===== src/rtl/bocks_pkg.sv =====
// Shared definitions for the bocks_top memory paths.
// Holds the upload reader state type, the default SDRAM word-address width
// (shared with the ioctl download path) and a byte-lane select helper.
package bocks_pkg;

  // SDRAM word-address width (16-bit words).
  localparam int unsigned SDRAM_ADDR_W = 25;

  // Width of the hps_io byte address and of the served-byte counter.
  localparam int unsigned IOCTL_ADDR_W = 27;

  typedef enum logic [1:0] {
    StIdle,
    StFetch,
    StDrain
  } upload_state_t;

  // Even byte addresses live in the low lane of a word.
  function automatic logic [7:0] select_byte(input logic [15:0] word, input logic sel);
    return sel ? word[15:8] : word[7:0];
  endfunction

endpackage


===== src/rtl/ioctl_word_buf.sv =====
// One-word read buffer for the ioctl upload path.
// Ports:
//   clk_sys, reset  - system clock, synchronous active-high reset
//   clear           - invalidate the buffer
//   load            - capture load_word under tag load_tag and mark valid
//   lookup_tag/sel  - word address and byte lane of the current host read
//   hit             - buffer is valid and holds lookup_tag
//   rd_byte         - selected byte of the buffered word
module ioctl_word_buf
  import bocks_pkg::*;
#(
  parameter int unsigned ADDR_W = SDRAM_ADDR_W
) (
  input  logic              clk_sys,
  input  logic              reset,
  input  logic              clear,
  input  logic              load,
  input  logic [15:0]       load_word,
  input  logic [ADDR_W-1:0] load_tag,
  input  logic [ADDR_W-1:0] lookup_tag,
  input  logic              lookup_sel,
  output logic              hit,
  output logic [7:0]        rd_byte
);

  logic [15:0]       word_q;
  logic [ADDR_W-1:0] tag_q;
  logic              valid_q;

  always_ff @(posedge clk_sys) begin
    if (reset) begin
      word_q  <= '0;
      tag_q   <= '0;
      valid_q <= 1'b0;
    end else if (clear) begin
      valid_q <= 1'b0;
    end else if (load) begin
      word_q  <= load_word;
      tag_q   <= load_tag;
      valid_q <= 1'b1;
    end
  end

  always_comb begin
    hit     = valid_q && (tag_q == lookup_tag);
    rd_byte = select_byte(word_q, lookup_sel);
  end

endmodule


===== src/rtl/ioctl_upload_reader.sv =====
// Upload-direction reader for the ioctl channel: serves hps_io byte reads from
// SDRAM through the arbiter's secondary request port, keeping one buffered
// word and prefetching the next word after an odd-byte hit.
// Ports:
//   clk_sys, reset         - system clock, synchronous active-high reset
//   ioctl_upload           - upload session active
//   ioctl_rd, ioctl_addr   - one-cycle byte read strobe and byte address
//   ioctl_din, ioctl_wait  - returned byte and stall (high until din valid)
//   mem_rd, mem_addr       - word read request, held until mem_ack
//   mem_ack, mem_dout      - acknowledge with read word in the same cycle
//   bytes_served           - saturating count of completed reads this session
module ioctl_upload_reader
  import bocks_pkg::*;
#(
  parameter int unsigned ADDR_W    = SDRAM_ADDR_W,
  parameter int unsigned BASE_WORD = 0
) (
  input  logic                    clk_sys,
  input  logic                    reset,
  input  logic                    ioctl_upload,
  input  logic                    ioctl_rd,
  input  logic [IOCTL_ADDR_W-1:0] ioctl_addr,
  output logic [7:0]              ioctl_din,
  output logic                    ioctl_wait,
  output logic                    mem_rd,
  output logic [ADDR_W-1:0]       mem_addr,
  input  logic                    mem_ack,
  input  logic [15:0]             mem_dout,
  output logic [IOCTL_ADDR_W-1:0] bytes_served
);

  upload_state_t state_q, state_d;

  logic                    upload_q;
  logic                    pend_q, pend_d;
  logic                    pend_sel_q, pend_sel_d;
  logic [ADDR_W-1:0]       drain_addr_q, drain_addr_d;
  logic                    drain_pend_q, drain_pend_d;
  logic                    drain_sel_q, drain_sel_d;
  logic                    mem_rd_q, mem_rd_d;
  logic [ADDR_W-1:0]       mem_addr_q, mem_addr_d;
  logic [7:0]              din_q, din_d;
  logic                    wait_q, wait_d;
  logic [IOCTL_ADDR_W-1:0] bytes_q, bytes_d;

  logic              serve;
  logic              buf_clear;
  logic              buf_load;
  logic              buf_hit;
  logic [7:0]        buf_byte;
  logic [ADDR_W-1:0] waddr;
  logic [ADDR_W-1:0] waddr_start;
  logic              sel;
  logic              upload_rise;
  logic              upload_fall;
  logic              rd_ok;
  logic              unused_addr_hi;

  assign waddr_start = ADDR_W'(BASE_WORD);
  assign waddr       = waddr_start + ioctl_addr[ADDR_W:1];
  assign sel         = ioctl_addr[0];
  assign upload_rise = ioctl_upload & ~upload_q;
  assign upload_fall = ~ioctl_upload & upload_q;
  // Reads outside a session or while stalled are host protocol errors; drop them.
  assign rd_ok       = ioctl_rd & ioctl_upload & ~wait_q & ~upload_rise;

  assign unused_addr_hi = ^(ioctl_addr >> (ADDR_W + 1));

  ioctl_word_buf #(
    .ADDR_W (ADDR_W)
  ) u_word_buf (
    .clk_sys    (clk_sys),
    .reset      (reset),
    .clear      (buf_clear),
    .load       (buf_load),
    .load_word  (mem_dout),
    .load_tag   (mem_addr_q),
    .lookup_tag (waddr),
    .lookup_sel (sel),
    .hit        (buf_hit),
    .rd_byte    (buf_byte)
  );

  always_comb begin
    state_d      = state_q;
    pend_d       = pend_q;
    pend_sel_d   = pend_sel_q;
    drain_addr_d = drain_addr_q;
    drain_pend_d = drain_pend_q;
    drain_sel_d  = drain_sel_q;
    mem_rd_d     = mem_rd_q;
    mem_addr_d   = mem_addr_q;
    din_d        = din_q;
    wait_d       = wait_q;
    bytes_d      = bytes_q;
    serve        = 1'b0;
    buf_clear    = 1'b0;
    buf_load     = 1'b0;

    // Any acknowledge retires the outstanding request; branches below may
    // immediately issue a new one.
    if (mem_ack) mem_rd_d = 1'b0;

    if (upload_rise) begin
      buf_clear = 1'b1;
      bytes_d   = '0;
      pend_d    = 1'b0;
      wait_d    = 1'b0;
      if (mem_rd_q && !mem_ack) begin
        // A fetch orphaned by the previous session is still in flight; let it
        // finish before issuing the session's first prefetch.
        state_d      = StDrain;
        drain_addr_d = waddr_start;
        drain_pend_d = 1'b0;
        drain_sel_d  = 1'b0;
      end else begin
        mem_rd_d   = 1'b1;
        mem_addr_d = waddr_start;
        state_d    = StFetch;
      end
    end else if (upload_fall) begin
      // Outstanding fetch keeps mem_rd until its ack, which is then ignored.
      state_d   = StIdle;
      pend_d    = 1'b0;
      wait_d    = 1'b0;
      buf_clear = 1'b1;
    end else begin
      unique case (state_q)
        StIdle: begin
          if (rd_ok) begin
            if (buf_hit) begin
              din_d = buf_byte;
              serve = 1'b1;
              if (sel) begin
                mem_rd_d   = 1'b1;
                mem_addr_d = waddr + ADDR_W'(1);
                state_d    = StFetch;
                pend_d     = 1'b0;
              end
            end else begin
              wait_d     = 1'b1;
              mem_rd_d   = 1'b1;
              mem_addr_d = waddr;
              state_d    = StFetch;
              pend_d     = 1'b1;
              pend_sel_d = sel;
            end
          end
        end

        StFetch: begin
          if (mem_ack) begin
            buf_load = 1'b1;
            state_d  = StIdle;
            if (pend_q) begin
              din_d  = select_byte(mem_dout, pend_sel_q);
              wait_d = 1'b0;
              serve  = 1'b1;
              pend_d = 1'b0;
            end else if (rd_ok) begin
              // Read lands on the ack cycle: serve it from the returning word
              // or treat it as a fresh miss.
              if (waddr == mem_addr_q) begin
                din_d = select_byte(mem_dout, sel);
                serve = 1'b1;
                if (sel) begin
                  mem_rd_d   = 1'b1;
                  mem_addr_d = waddr + ADDR_W'(1);
                  state_d    = StFetch;
                end
              end else begin
                wait_d     = 1'b1;
                mem_rd_d   = 1'b1;
                mem_addr_d = waddr;
                state_d    = StFetch;
                pend_d     = 1'b1;
                pend_sel_d = sel;
              end
            end
          end else if (rd_ok) begin
            wait_d = 1'b1;
            if (waddr == mem_addr_q) begin
              pend_d     = 1'b1;
              pend_sel_d = sel;
            end else begin
              state_d      = StDrain;
              drain_addr_d = waddr;
              drain_pend_d = 1'b1;
              drain_sel_d  = sel;
            end
          end
        end

        StDrain: begin
          if (mem_ack) begin
            mem_rd_d   = 1'b1;
            mem_addr_d = drain_addr_q;
            state_d    = StFetch;
            pend_d     = drain_pend_q;
            pend_sel_d = drain_sel_q;
          end
        end

        default: state_d = StIdle;
      endcase
    end

    if (serve && (bytes_q != {IOCTL_ADDR_W{1'b1}})) bytes_d = bytes_q + IOCTL_ADDR_W'(1);
  end

  always_ff @(posedge clk_sys) begin
    if (reset) begin
      state_q      <= StIdle;
      upload_q     <= 1'b0;
      pend_q       <= 1'b0;
      pend_sel_q   <= 1'b0;
      drain_addr_q <= '0;
      drain_pend_q <= 1'b0;
      drain_sel_q  <= 1'b0;
      mem_rd_q     <= 1'b0;
      mem_addr_q   <= '0;
      din_q        <= '0;
      wait_q       <= 1'b0;
      bytes_q      <= '0;
    end else begin
      state_q      <= state_d;
      upload_q     <= ioctl_upload;
      pend_q       <= pend_d;
      pend_sel_q   <= pend_sel_d;
      drain_addr_q <= drain_addr_d;
      drain_pend_q <= drain_pend_d;
      drain_sel_q  <= drain_sel_d;
      mem_rd_q     <= mem_rd_d;
      mem_addr_q   <= mem_addr_d;
      din_q        <= din_d;
      wait_q       <= wait_d;
      bytes_q      <= bytes_d;
    end
  end

  assign ioctl_din    = din_q;
  assign ioctl_wait   = wait_q;
  assign mem_rd       = mem_rd_q;
  assign mem_addr     = mem_addr_q;
  assign bytes_served = bytes_q;

endmodule


===== config.mk =====
export PLATFORM = sky130hd
export DESIGN_NAME = ioctl_upload_reader
export DESIGN_NICKNAME = d
export VERILOG_FILES = /design/src/rtl/bocks_pkg.sv /design/src/rtl/ioctl_word_buf.sv /design/src/rtl/ioctl_upload_reader.sv
export SDC_FILE = /design/constraint.sdc
export NUM_CORES = 1
export LEC_CHECK = 0
export CORE_ASPECT_RATIO = 0.6
export CORE_MARGIN = 4
export CORE_UTILIZATION = 55
export CTS_CLUSTER_DIAMETER = 120
export CTS_CLUSTER_SIZE = 20
export DETAILED_ROUTE_END_ITERATION = 6
export PLACE_DENSITY = 0.84
export SLEW_MARGIN = 5
export SYNTH_ARGS = -nofsm -noshare
export SYNTH_HDL_FRONTEND = slang
export SYNTH_SLANG_ARGS = --single-unit

===== constraint.sdc =====
create_clock -name clk_sys -period 3.9 [get_ports clk_sys]
set_input_delay 1.17 -clock clk_sys [delete_from_list [all_inputs] [get_ports clk_sys]]
set_output_delay 1.17 -clock clk_sys [all_outputs]
set_load 0.03 [all_outputs]

After elaboration in Yosys (flattened, before gate mapping)
Index checks and enable logic that the tools add are counted.
Widths: inputs -> output; s select.

storage, ports and cells
  logic and storage cells = 194
  bits in registers = 136
  output and inout port bits = 62
  bits of input ports = 48

cells by class
  equality and inequality tests = 33
  bitwise logic cells = 11
  reductions and logical operators = 21
  add/sub/neg operators = 2
  multiplexer cells = 112

operator list
  cell                   number
  $mux 25                18
  $pmux 25 s3            1
  $mux 8                 9
  $mux 1                 62
  $mux 27                2
  $eq 25x25->1           2
  $ne 3x3->1 const B     12
  $add 27x1->27 const B  1
  $ne 27x27->1 const B   1
  $mux 2                 13
  $add 25x1->25 const B  1
  $reduce_and 6->1       3
  $ne 2x2->1 const B     8
  $pmux 8 s2             1
  $reduce_and 8->1       2
  $ne 5x5->1 const B     3
  $ne 4x4->1 const B     3
  $reduce_and 11->1      1
  $pmux 1 s3             3
  $reduce_bool 2->1      4
  $not 1->1              6
  $pmux 2 s3             1
  $and 1x1->1            5
  $reduce_and 5->1       1
  12 further kinds       16

Logic depth before layout (Yosys ltp)
  depth after elaboration = 12
  mapped depth = 11
  depth with buffers taken out = 9

Cells and area by module
A second synthesis with hierarchy kept.

second synthesis, totals
  cells, all modules = 1103
  area total of the unflattened synthesis = 8416.8 sq um

by module, submodules not included
  module               cells an instance  seq. area each (sq um)  instances  area each (sq um)
  ioctl_upload_reader  876                1881.8                  1          6596.3
  ioctl_word_buf       227                840.8                   1          1820.5

Worst setup path after synthesis
OpenSTA, ideal clock, no wires.

  kind = input to register
  from = input ioctl_addr[23]
  to = register bytes_q[4], in the netlist bytes_served[4]
  path buffers = 2
  library setup time = 122 ps
  data required time = 3778 ps
  setup slack = 612 ps
  arrival = 3166 ps
  stages on the path = 9
  path through = clkbuf_1 > xnor2_1 > nand4_1 > or4_4 > nor2_4 > a2bb2oi_2 > o31a_1 > buf_6 > a221o_1

on the way
  word-level cells in the longest chain between the ends = 10
  elaborated cells on any way between the ends = 15
  those cells by class = 2 x eq/ne; 10 x mux; 3 x reduce/logical

ends and longest elaborated chain
  item                                                 RTL line                    text
  start: declaration                                   ioctl_upload_reader.sv:22   input logic [IOCTL_ADDR_W-1:0] ioctl_addr,
  $eq 25x25->1                                         ioctl_upload_reader.sv:163  if (waddr == mem_addr_q) begin
  $mux 1                                               ioctl_upload_reader.sv:163
  $mux 1                                               ioctl_upload_reader.sv:160  end else if (rd_ok) begin
  $mux 1                                               ioctl_upload_reader.sv:155  if (pend_q) begin
  $mux 1                                               ioctl_upload_reader.sv:152  if (mem_ack) begin
  $pmux 1 s2 (*)                                       ioctl_upload_reader.sv:128  unique case (state_q)
  $mux 1 (*)                                           ioctl_upload_reader.sv:121  end else if (upload_fall) begin
  $mux 1 (*)                                           ioctl_upload_reader.sv:104  if (upload_rise) begin
  $logic_and 1x1->1 (*)                                ioctl_upload_reader.sv:208  if (serve && (bytes_q != {IOCTL_ADDR_W{1'b1}})) bytes_d = bytes_q + IOCTL_ADDR_W'(1);
  $mux 27 / $reduce_bool 2->1 (equally long branches)  n/a
  end signal: assignment                               ioctl_upload_reader.sv:237  bytes_q <= bytes_d;
  end: declaration                                     ioctl_upload_reader.sv:44   logic [IOCTL_ADDR_W-1:0] bytes_q, bytes_d;

Mark *: on every way between the ends. The rest lies on a longest branch, timed or not.
A chain may end at the register's enable or synchronous reset.

Final worst setup path
  from = input ioctl_addr[22]
  to = register bytes_q[16], in the netlist bytes_served[16]

Same word-level chain as after synthesis.

==> flow_metrics.tcl <==
set metrics [dict create \
    p_leak_nw 4.04 \
    diodes 0 \
    synth_common_cells "197 x nand2_1, 136 x dfxtp_1, 91 x a21oi_1, 89 x nor2_1, 59 x clkbuf_1" \
    path_cells "clkdlybuf4s50_1, xor2_1, nor4_1, and4_1, a21oi_1, a2bb2oi_2, o31a_1, buf_4, a221o_1" \
    grt_pass1_vias 8836 \
    die_area_um2 17700 \
    track_usage_pct 32.5 \
    drv_slew 0 \
    core-area_um2 14800 \
    start_util_pct 57.5 \
    worst-setup-path-type "input port to register" \
    cts.clk_slew.worst_paths_ps 60 \
    cts_root_buffer "clkbuf_16" \
    whs_ps 453 \
    netlist_area_um2 8540 \
    dp.cells 1438 \
    cts-resized-gates 0 \
    path_buf_inv 2 \
    synthFlopType "dfxtp_1" \
    final_area_um2 10900 \
    worstHoldPathType "register to register" \
    powerDensity_nw_per_um2 416 \
    wl_mm 29.9 \
    synth_seq_cells 136 \
    cp.required_ps 4210 \
    synth_area_leaders "dfxtp_1 32%, nand2_1 8.7%, a21oi_1 5.3%" \
    clock_latency_ps 420 \
    cap_violations 0 \
    dr.pass1.iters 7 \
    critPathSlowestCell "clkdlybuf4s50_1" \
    postRouteAntennaNets 0 \
    cp-start-kind "input port" \
    cts_hold_buf 0 \
    wl_per_cell_um 20.4 \
    grt_pass1_wl_mm 46.7 \
    yosysUniqueCellTypes 76 \
    synth_most_common_cell "nand2_1" \
    fp-row-count 34 \
    ff2ff_setup_slack_ps 970 \
    fillerInstances 1118 \
    clkSinkCount 136 \
    tightest_slew_ps 687 \
    htree_num_levels 4 \
    fin_util_pct 73.7 \
    cts_tree "built" \
    critical_path.top_delay_family "compound AO/OA/AOI/OAI gates" \
    tns_ps 0 \
    worst_slack_ps 215 \
    clockBufferDepth 2 \
    gp_routability_congestion 0.958 \
    final_cells 1470 \
    dpl_cell_area_um2 10300 \
    synth_edf_count 0 \
    outcome "finished, final reports clean" \
    ys_warn_count 0 \
    setup_viol 0 \
    overflow 0 \
    drt_iter0_drc 1409 \
    cpPeakStageDelay_ps 560 \
    cp_max_fo 11 \
    layout_min_cycle_time_ps 3680 \
    io_pins 110 \
    die_y_um 105 \
    hold_viol 0 \
    drive_gt1_share_pct 13.8 \
    vias_per_cell 6.53 \
    grt_max_degree 55 \
    drc 0 \
    numCtsBuffers 17 \
    ys_async_sr_fraction_pct 0 \
    total_power_mw 4.55 \
    synth_top_area_cell "dfxtp_1" \
    port_buffers 108 \
    fmax_mhz 271 \
    place_hpwl_mm 20.7 \
    synth-seq-area-share_pct 31.9 \
    area_delta_synth_final_pct 28.2 \
    antenna_found_initial 0 \
    synthCells 1121 \
    avgSynthCellArea_um2 7.62 \
    yosysTopAreaCellShare_pct 31.9 \
    rsz0062_at_grt "false" \
    vias 9601 \
    synth_nets 1177 \
    fin_nets 1315 \
    die_w_um 169 \
    period_share_pct 94.5 \
    end_kind "register" \
    worstPathArrival_ps 3990 \
    post_cts_buffers 0 \
    ir_drop_uv 293 \
    max_slew_margin_pct 53.6 \
    clock_skew_ps 9.19 \
    pre_cts_slack_ps -77.0 \
]
-- kinds of logic (layout without fill, tap and decap cells) --
group                      count (synthesis)  after routing  synth area share [%]
AOI/OAI and AO/OA                        283            283                  22.9
DFF                                      136            136                  31.9
and+or+nand+nor                          469            469                  26.1
xor gates and xnor gates                  73             73                  8.10
buffers and inverters                    120            271                  5.96
adders and majority gates                  8              8                  1.17
muxes                                     32             32                  3.85
-- state kept, by name (all words and copies together), names as in the netlist --
signal              cells
u_word_buf.valid_q      1
drain_pend_q            1
ioctl_din               8
drain_sel_q             1
pend_q                  1
pend_sel_q              1
state_q                 2
u_word_buf.tag_q       25
u_word_buf.word_q      16
ioctl_wait              1
upload_q                1
bytes_served           27
mem_rd                  1
mem_addr               25
drain_addr_q           25
-- layer usage --
layer  track usage, %  vias to the layer above  part of all wire [%]
li1                 -                     4300                     -
met1             47.5                     4422                    42
met2             45.0                      763                    40
met3             10.9                      116                    15
met4             10.1                        0                   2.8
met5                0                        -                     0
-- cells in the final DEF, fill, tap and decap left out, drive strengths merged, types with 10 or more instances in the layout --
master	instances
and3	15
xnor2	24
inv	27
nand4	19
nand3	35
nor2b	13
a22o	10
o21ai	33
nor4	16
clkbuf	17
a22oi	27
nand2	198
dfxtp	136
xor2	49
buf	109
o211ai	12
a31oi	11
a21oi	91
clkdlybuf4s50	106
o31ai	10
a221o	12
nor3	29
mux2i	25
nor2	91
a221oi	12
-- worst min-delay path, stage by stage (launching register included) --
cell and delay [ps]:
dfxtp_1 310, nand2_1 50, a21oi_1 50
-- final timing paths --
path | startpoint | end | depth (start not counted)
setup reg to reg | state_q[0] | mem_addr[24] | 9
hold / removal | u_word_buf.word_q[1] | u_word_buf.word_q[1] | 2
hold reg to reg | u_word_buf.word_q[1] | u_word_buf.word_q[1] | 2
setup / recovery | ioctl_addr[22] | bytes_served[16] | 9
-- final cells by class --
class	instances	area (um2)	share of cell area [%]
clock inverter	15	191	1.75
multi-input combinational	865	5320	48.6
timing repair buffer	215	1950	17.8
sequential	136	2720	24.9
clock buffer	17	425	3.89
inverter	24	90.1	0.823
tap	198	248	2.26
-- where the power goes --
part           switching, mW  leakage (nW)  total, mW  internal, mW
Combinational          0.824          2.64       1.31         0.490
Clock                  0.695         0.297       1.72          1.02
Sequential            0.0808          1.10       1.52          1.44
(Power assumes the default switching activity.)
